File: src/rtl/trdb_pkg.sv
// Shared types for the trace qualify pipeline: instruction attributes, per-stage
// qualifier flag bundles, stage register layout and the sequencing states.
package trdb_pkg;

    localparam int BMAP_LEN_DEFAULT   = 31;
    localparam int RESYNC_MAX_DEFAULT = 16;

    typedef struct packed {
        logic       retired;
        logic       exception;
        logic       updiscon;
        logic       branch;
        logic       taken;
        logic       ctx_change;
        logic [1:0] priv;
        logic [1:0] opmode;
    } inst_t;

    typedef struct packed {
        logic exception;
        logic updiscon;
        logic final_qualified;
    } lc_flags_t;

    typedef struct packed {
        logic qualified;
        logic exception;
        logic retired;
        logic first_qualified;
        logic privchange;
        logic max_resync;
        logic bmap_empty;
        logic bmap_full;
        logic enc_enabled;
        logic enc_disabled;
        logic opmode_change;
    } tc_flags_t;

    typedef struct packed {
        logic exception;
        logic privchange;
        logic ctx_change;
        logic bmap_empty;
        logic qualified;
        logic retired;
    } nc_flags_t;

    typedef enum logic [1:0] {IDLE, FILL, RUN, DRAIN} qpipe_state_e;

    typedef struct packed {
        inst_t inst;
        logic  qualified;
        logic  enc_en;
        logic  enc_dis;
        logic  loaded;
    } stage_t;

endpackage

File: src/rtl/trdb_branch_map.sv
// Branch history map: one bit per branch entering tc (1 = not taken), cleared
// when a packet is emitted; branches arriving while full are dropped and flagged.
module trdb_branch_map
    import trdb_pkg::*;
#(
    parameter int  BMAP_LEN = BMAP_LEN_DEFAULT,
    localparam int CNT_W    = $clog2(BMAP_LEN + 1)
) (
    input  logic                clk,
    input  logic                rst,
    input  logic                clear,
    input  logic                append,
    input  logic                not_taken,
    output logic [BMAP_LEN-1:0] map,
    output logic [CNT_W-1:0]    cnt,
    output logic [CNT_W-1:0]    cnt_next,
    output logic                empty,
    output logic                full,
    output logic                overflow
);

    logic [BMAP_LEN-1:0] base_map;
    logic [BMAP_LEN-1:0] map_next;
    logic [CNT_W-1:0]    base_cnt;
    logic                drop;

    // Clear happens before the append so a same-edge branch lands at bit 0.
    always_comb begin
        base_map = clear ? '0 : map;
        base_cnt = clear ? '0 : cnt;
        map_next = base_map;
        cnt_next = base_cnt;
        drop     = 1'b0;
        if (append) begin
            if (base_cnt == CNT_W'(BMAP_LEN)) begin
                drop = 1'b1;
            end else begin
                map_next = base_map | (BMAP_LEN'(not_taken) << base_cnt);
                cnt_next = base_cnt + CNT_W'(1);
            end
        end
    end

    always_ff @(posedge clk or posedge rst) begin
        if (rst) begin
            map      <= '0;
            cnt      <= '0;
            overflow <= 1'b0;
        end else begin
            map <= map_next;
            cnt <= cnt_next;
            if (drop) overflow <= 1'b1;
        end
    end

    assign empty = (cnt == '0);
    assign full  = (cnt == CNT_W'(BMAP_LEN));

endmodule

File: src/rtl/trdb_qualify_pipe.sv
// Last/this/next-cycle pipeline of retired-instruction attributes with enable
// sequencing (fill, run, drain with bubbles), qualifier flags and resync counting.
module trdb_qualify_pipe
    import trdb_pkg::*;
#(
    parameter int  BMAP_LEN   = BMAP_LEN_DEFAULT,
    parameter int  RESYNC_MAX = RESYNC_MAX_DEFAULT,
    localparam int CNT_W      = $clog2(BMAP_LEN + 1),
    localparam int RS_W       = $clog2(RESYNC_MAX + 1)
) (
    input  logic                clk_i,
    input  logic                rst_i,
    input  logic                step_i,
    input  inst_t               inst_i,
    input  logic                qualified_i,
    input  logic                trace_enable_i,
    input  logic                packet_emitted_i,
    input  logic                resync_rst_i,
    output logic                valid_o,
    output lc_flags_t           lc_o,
    output tc_flags_t           tc_o,
    output nc_flags_t           nc_o,
    output logic [BMAP_LEN-1:0] branch_map_o,
    output logic [CNT_W-1:0]    branch_cnt_o,
    output logic                busy_o,
    output logic                overflow_o
);

    qpipe_state_e     state;
    stage_t           lc, tc, nc;
    stage_t           sample, bubble_stage;
    logic [1:0]       drain_cnt;
    logic             enable_q, en_pend;
    logic [RS_W-1:0]  resync_cnt;
    logic [CNT_W-1:0] cnt_next;
    logic             enable_rise, bubble, shift, bmap_empty, bmap_full;

    assign enable_rise = trace_enable_i & ~enable_q;
    assign bubble      = (state == DRAIN) && (drain_cnt != 2'd2);
    assign shift       = bubble || (((state == FILL) || (state == RUN)) && step_i && trace_enable_i);

    always_comb begin
        sample           = '0;
        sample.inst      = inst_i;
        sample.qualified = qualified_i;
        sample.enc_en    = en_pend;
        sample.loaded    = 1'b1;
        bubble_stage             = '0;
        bubble_stage.inst.priv   = nc.inst.priv;
        bubble_stage.inst.opmode = nc.inst.opmode;
        bubble_stage.loaded      = 1'b1;
    end

    always_ff @(posedge clk_i or posedge rst_i) begin
        if (rst_i) begin
            state      <= IDLE;
            lc         <= '0;
            tc         <= '0;
            nc         <= '0;
            drain_cnt  <= '0;
            enable_q   <= 1'b0;
            en_pend    <= 1'b0;
            resync_cnt <= '0;
        end else begin
            enable_q <= trace_enable_i;
            if (shift) begin
                lc <= tc;
                tc <= nc;
                nc <= bubble ? bubble_stage : sample;
                if (!bubble) en_pend <= 1'b0;
            end
            case (state)
                IDLE: if (enable_rise) begin
                    state   <= FILL;
                    en_pend <= 1'b1;
                end
                FILL: if (!trace_enable_i) begin
                    state   <= IDLE;
                    en_pend <= 1'b0;
                    lc      <= '0;
                    tc      <= '0;
                    nc      <= '0;
                end else if (tc.loaded && nc.loaded) begin
                    state <= RUN;
                end
                RUN: if (!trace_enable_i) begin
                    state      <= DRAIN;
                    drain_cnt  <= '0;
                    nc.enc_dis <= 1'b1;
                end
                DRAIN: if (drain_cnt == 2'd2) begin
                    state <= IDLE;
                    lc    <= '0;
                    tc    <= '0;
                    nc    <= '0;
                end else begin
                    drain_cnt <= drain_cnt + 2'd1;
                end
                default: state <= IDLE;
            endcase
            if (resync_rst_i || ((state == IDLE) && enable_rise))
                resync_cnt <= '0;
            else if (packet_emitted_i && (resync_cnt != RS_W'(RESYNC_MAX)))
                resync_cnt <= resync_cnt + RS_W'(1);
        end
    end

    trdb_branch_map #(.BMAP_LEN(BMAP_LEN)) u_branch_map (
        .clk       (clk_i),
        .rst       (rst_i),
        .clear     (packet_emitted_i),
        .append    (shift && nc.inst.branch),
        .not_taken (!nc.inst.taken),
        .map       (branch_map_o),
        .cnt       (branch_cnt_o),
        .cnt_next  (cnt_next),
        .empty     (bmap_empty),
        .full      (bmap_full),
        .overflow  (overflow_o)
    );

    // Flags of an empty stage read as zero, so an idle pipe presents all-zero outputs.
    always_comb begin
        lc_o = '0;
        tc_o = '0;
        nc_o = '0;
        if (lc.loaded) begin
            lc_o.exception       = lc.inst.exception;
            lc_o.updiscon        = lc.inst.updiscon;
            lc_o.final_qualified = lc.qualified & ~tc.qualified;
        end
        if (tc.loaded) begin
            tc_o.qualified       = tc.qualified;
            tc_o.exception       = tc.inst.exception;
            tc_o.retired         = tc.inst.retired;
            tc_o.first_qualified = tc.qualified & ~(lc.loaded & lc.qualified);
            tc_o.privchange      = lc.loaded & (tc.inst.priv != lc.inst.priv);
            tc_o.max_resync      = (resync_cnt == RS_W'(RESYNC_MAX));
            tc_o.bmap_empty      = bmap_empty;
            tc_o.bmap_full       = bmap_full;
            tc_o.enc_enabled     = tc.enc_en;
            tc_o.enc_disabled    = tc.enc_dis;
            tc_o.opmode_change   = lc.loaded & (tc.inst.opmode != lc.inst.opmode);
        end
        if (nc.loaded) begin
            nc_o.exception  = nc.inst.exception;
            nc_o.privchange = (nc.inst.priv != tc.inst.priv);
            nc_o.ctx_change = nc.inst.ctx_change;
            nc_o.bmap_empty = (cnt_next == '0);
            nc_o.qualified  = nc.qualified;
            nc_o.retired    = nc.inst.retired;
        end
    end

    assign valid_o = tc.loaded & nc.loaded;
    assign busy_o  = (state != IDLE);

endmodule

File: config.mk
export PLATFORM = sky130hd
export DESIGN_NAME = trdb_qualify_pipe
export DESIGN_NICKNAME = d
export VERILOG_FILES = /design/src/rtl/trdb_pkg.sv /design/src/rtl/trdb_branch_map.sv /design/src/rtl/trdb_qualify_pipe.sv
export SDC_FILE = /design/constraint.sdc
export NUM_CORES = 1
export LEC_CHECK = 0
export ABC_AREA = 1
export CAP_MARGIN = 0
export CORE_MARGIN = 1
export CORE_UTILIZATION = 50
export CTS_BUF_LIST = sky130_fd_sc_hd__clkbuf_8 sky130_fd_sc_hd__clkbuf_16
export CTS_CLUSTER_SIZE = 24
export DETAILED_ROUTE_END_ITERATION = 10
export MAX_ROUTING_LAYER = met4
export PLACE_DENSITY = 0.85
export SYNTH_ARGS = -nofsm -noshare
export SYNTH_HDL_FRONTEND = slang
export SYNTH_SLANG_ARGS = --single-unit
File: constraint.sdc
create_clock -name clk_i -period 3.2 [get_ports clk_i]
set_input_delay 0.64 -clock clk_i [delete_from_list [all_inputs] [get_ports clk_i]]
set_output_delay 0.64 -clock clk_i [all_outputs]
set_load 0.1 [all_outputs]
# Word-level counts from Yosys, hierarchy flattened

Cells that the tools add are included.

Register bits: 90
Input bits: 17

Reductions and logical operators: 19
$add $sub $neg: 3
Equality and inequality tests: 17
Shift-type cells: 1
Bitwise gates (word level): 11
Mux-type cells: 43

Operators with widths:

| operator              | number |
|---|---|
| $mux W14              | 10 |
| $mux W31              | 3 |
| $pmux W14 S2          | 2 |
| $or A31 B31 Y31       | 1 |
| $shl A1 B5 Y31        | 1 |
| $mux W5               | 5 |
| $pmux W12 S2          | 1 |
| $eq A5 B5 Y1 const B  | 3 |
| $mux W2               | 7 |
| $mux W11              | 1 |
| $add A5 B1 Y5 const B | 2 |
| $logic_not A5 Y1      | 2 |
| $ne A2 B2 Y1 const B  | 4 |
| $pmux W2 S4           | 1 |
| $and A1 B1 Y1         | 7 |
| $logic_and A1 B1 Y1   | 7 |
| $mux W1               | 7 |
| $eq A2 B2 Y1 const B  | 3 |
| $mux W6               | 1 |
| $ne A2 B2 Y1          | 3 |
| $reduce_bool A2 Y1    | 3 |
| $ne A5 B5 Y1 const B  | 1 |
| $pmux W1 S2           | 2 |
| $pmux W2 S2           | 1 |
| 12 further kinds      | 16 |

# Longest topological paths before layout

Word-level depth: 9
Gate-level depth with buffers: 10
Depth with buffers taken out: 10

# By module

Synthesis repeated with hierarchy kept, for this count alone.

Cells, all modules: 495
Area, all modules: 3992.6 µm²

Modules (own cells, without submodules):

| module            | area an instance (µm²) | cells each | instances | sequential area each (µm²) |
|---|---|---|---|---|
| trdb_qualify_pipe | 2316.0                 | 292        | 1         | 1101.1 |
| trdb_branch_map   | 1676.6                 | 203        | 1         | 925.9 |

# Worst setup path before layout

OpenSTA, ideal clock, no wires.

Path type: register -> output
From: register u_branch_map.cnt[2]
To: output tc_o[3] in the netlist's numbering
Arrival time: 4120 ps
Path slack: -1560 ps
Cell stages (with the launch flop): 3
Cell sequence: dfrtp_1 > nand2_1 > nor4_1

RTL lines:

| what                   | RTL line                | text |
|---|---|---|
| start, declared        | trdb_branch_map.sv:15   | `output logic [CNT_W-1:0] cnt,` |
| start signal, assigned | trdb_branch_map.sv:51   | `cnt <= cnt_next;` |
| end, declared          | trdb_qualify_pipe.sv:21 | `output tc_flags_t tc_o,` |

==> impl_metrics.toml <==
[route]
dr.pass1.iters = 5
wl_per_cell_um = 14.2
postRouteAntennaNets = 0
drt-total-wl_mm = 8.79
drt_first_iter_violations = 201
vias_per_cell = 5.26
drc_errors = 0
vias = 3249

[power]
totalPowerFinal_mw = 3.60
power_density_mw_per_mm2 = 762
switching_share = 0.439
ir_worst_vdd_mv = 0.775
power.share.combinational = 0.398
intPower_mw = 2.02
pwr-share-seq = 0.385
p_sw_mw = 1.58
clkPwrFrac = 0.218
p_leak_nw = 2.42

[die]
die_x_um = 88.5
die_area_mm2 = 0.00783
pin_count = 76
dieHeight_um = 88.5
start_util = 0.515
core_mm2 = 0.00725
rows = 31

[worst_setup_path]
crit_chain = "clkdlybuf4s50_1 > inv_2 > nand3_2 > nor2_4 > nand2_2 > nand2_1 > nand2_1 > nand2_1 > nand3_1 > nor2_4 > buf_12"
cp.required_ns = 2.56
cp_max_fo = 10
path_common_cell = "nand2_1"
critical_path_arrival_ns = 2.36
setup.worst_path.end_class = "output pin"
slowest_delay_ns = 0.46
crit_path_start = "packet_emitted_i"
critPathLaunchType = "primary input"
crit_slowest_cell = "clkdlybuf4s50_1"
worstSetupPathType = "in -> out"

[cts]
cts_tree = "yes"
ctsResizeCount = 0
cts_max_level = 3
clk_path_buf_depth = 2
cts.clk_slew.worst_paths_ns = 0.08
cts_root_buffer = "clkbuf_8"
clock_sinks = 81
cts_buffers = 9
postCtsHoldBufs = 0
cts_setup_buffers = 0
clk_latency_ns = 0.36

[layout]
area_delta_synth_final_pct = 26.2
num_antenna_cells = 0
layout.nets = 538
final_area_mm2 = 0.00472
stdcell_count = 618
post-route-util = 0.650
final_layout_size_suffix_gt1_frac = 0.202

[global_route]
first_global_vias = 3037
antenna_found_initial = 0
gr-total-overflow = 0
grt_usage = 0.245
grt_max_degree = 51
grt_pass1_wl_mm = 14.1

[min_path]
hold_start = "u_branch_map.overflow"
worst_hold_path_type = "reg -> reg"

[logic_synthesis]
synthArstFlopShare = 1.00
synth_cells = 436
synth_nets = 460
synth_edf_count = 0
synth_top_area_share = 0.542
seq_area_frac_synth = 0.542
ys_ff_latch = 81
yosys-top-cells-area = "dfrtp_1 (54%), nand2_1 (8.6%), o21ai_0 (6.4%)"
synth_top_flop_cell = "dfrtp_1"
yosys_warnings = 0
avgSynthCellArea_um2 = 8.57
synthDistinctLibCells = 35
yosysTopAreaCell = "dfrtp_1"
syn_area_mm2 = 0.00374

[placement]
placed_area_mm2 = 0.00450
dp.cells = 602
place.port_buffers = 75
routabilityCongestion = 0.911
hpwl_mm = 6.33

[sta]
relSlewSlack = 0.552
fin_crit_sh = 0.937
worst_pin_slew_ns = 0.671
final.setup.tns_ns = 0
finalHoldViolCount = 0
setup_viol = 0
slew_violations = 0
rsz0062_at_grt = "false"
finalClockSkew_ns = 0.0109
period_needed_ns = 3.00
fmax_ghz = 0.333

[outcome]
outcome = "finished, final reports clean"

[job]
drv_cap = 0
[cell usage in the layout (no fill, tap or decap), drive strengths merged]
master	count
a211oi	1
a21oi	16
a22oi	9
a31o	1
a32oi	1
a41oi	2
buf	64
bufinv	1
clkbuf	11
clkdlybuf4s50	16
clkinv	1
clkinvlp	2
dfrtp	81
ha	7
inv	54
nand2	91
nand3	26
nand4	3
nor2	53
nor3	3
nor3b	2
nor4	2
o211ai	1
o21ai	61
o31ai	1
o32ai	1
or2	5
xnor2	2
xor2	1
[per-layer routing]
| metal | GRT usage | up-vias | part of all wire |
|---|---|---|---|
| met5 | - | - | 0 |
| met4 | 0.116 | 0 | 0.020 |
| met3 | 0.0317 | 16 | 0.057 |
| met2 | 0.385 | 117 | 0.49 |
| met1 | 0.316 | 1540 | 0.43 |
| li1 | - | 1576 | - |
[critical path: cells and delay by family]
| kind | cells | cell delay [ns] |
|---|---|---|
| simple gates | 8 | 0.89 |
| buf+inv | 3 | 0.82 |
[final cells by class]
cell class	instances	area, µm²
Fill cell	582	2540
Sequential cell	81	2030
Multi-Input combinational cell	289	1490
Timing Repair Buffer	80	666
Inverter	53	199
Clock buffer	11	151
Tap cell	99	124
Clock inverter	5	62.6
[power by group through the flow]
stage | sequential [mW] | combinational, mW | clock [mW]
detailed placement | 1.40 | 1.43 | 0
finish | 1.38 | 1.43 | 0.782
global route | 1.41 | 1.55 | 0.832
global placement | 1.39 | 1.39 | 0
floorplan | 1.39 | 1.08 | 0
CTS | 1.38 | 1.43 | 0.794
[metrics by stage]
step           hold WS, ns  setup slack (ns)
2_1_floorplan        0.475            0.0577
3_3_place_gp         0.467             0.244
3_5_place_dp         0.460             0.220
4_1_cts              0.478             0.214
5_1_grt              0.493            0.0805
6_report             0.474             0.200
[Yosys cell counts, types with 3 or more instances]
| cell type | number |
|---|---|
| buf_2 | 5 |
| nor2_1 | 51 |
| nand2_1 | 86 |
| o21ai_1 | 13 |
| nand4_1 | 3 |
| inv_1 | 50 |
| a21oi_1 | 15 |
| ha_1 | 7 |
| inv_2 | 3 |
| clkbuf_1 | 7 |
| dfrtp_1 | 81 |
| o21ai_0 | 48 |
| nand3_1 | 24 |
| nand2_2 | 5 |
| or2_2 | 5 |
| a22oi_1 | 9 |
[flip-flops by register name, summed over array words and instances (netlist names), named ones only]
signal and flops:
bubble_stage 4, u_branch_map.cnt 5, u_branch_map.map 31, en_pend 1, nc 10, drain_cnt 2
resync_cnt 5, tc 11, lc 8, u_branch_map.overflow 1, enable_q 1, state 1
[kinds of logic after synthesis]
group	after synthesis	synth area share
AND/OR/NAND/NOR	185	0.216
flip-flops	81	0.542
buffers and inverters	66	0.0699
XOR/XNOR	3	0.00703
adder cells (fa/ha/maj)	7	0.0234
AO/OA/AOI/OAI	94	0.142
[worst paths after layout]
path	end	depth (start not counted)	slack, ns
setup / recovery	nc_o[2]	11	0.20
hold / removal	u_branch_map.overflow	1	0.47
setup reg to reg	nc[8]	8	1.10
hold reg to reg	u_branch_map.overflow	1	0.47
max in group asynchronous	resync_cnt[4]	3	1.81
min in group asynchronous	u_branch_map.map[4]	2	0.70
Note: power is estimated with default switching activity, not from simulation.
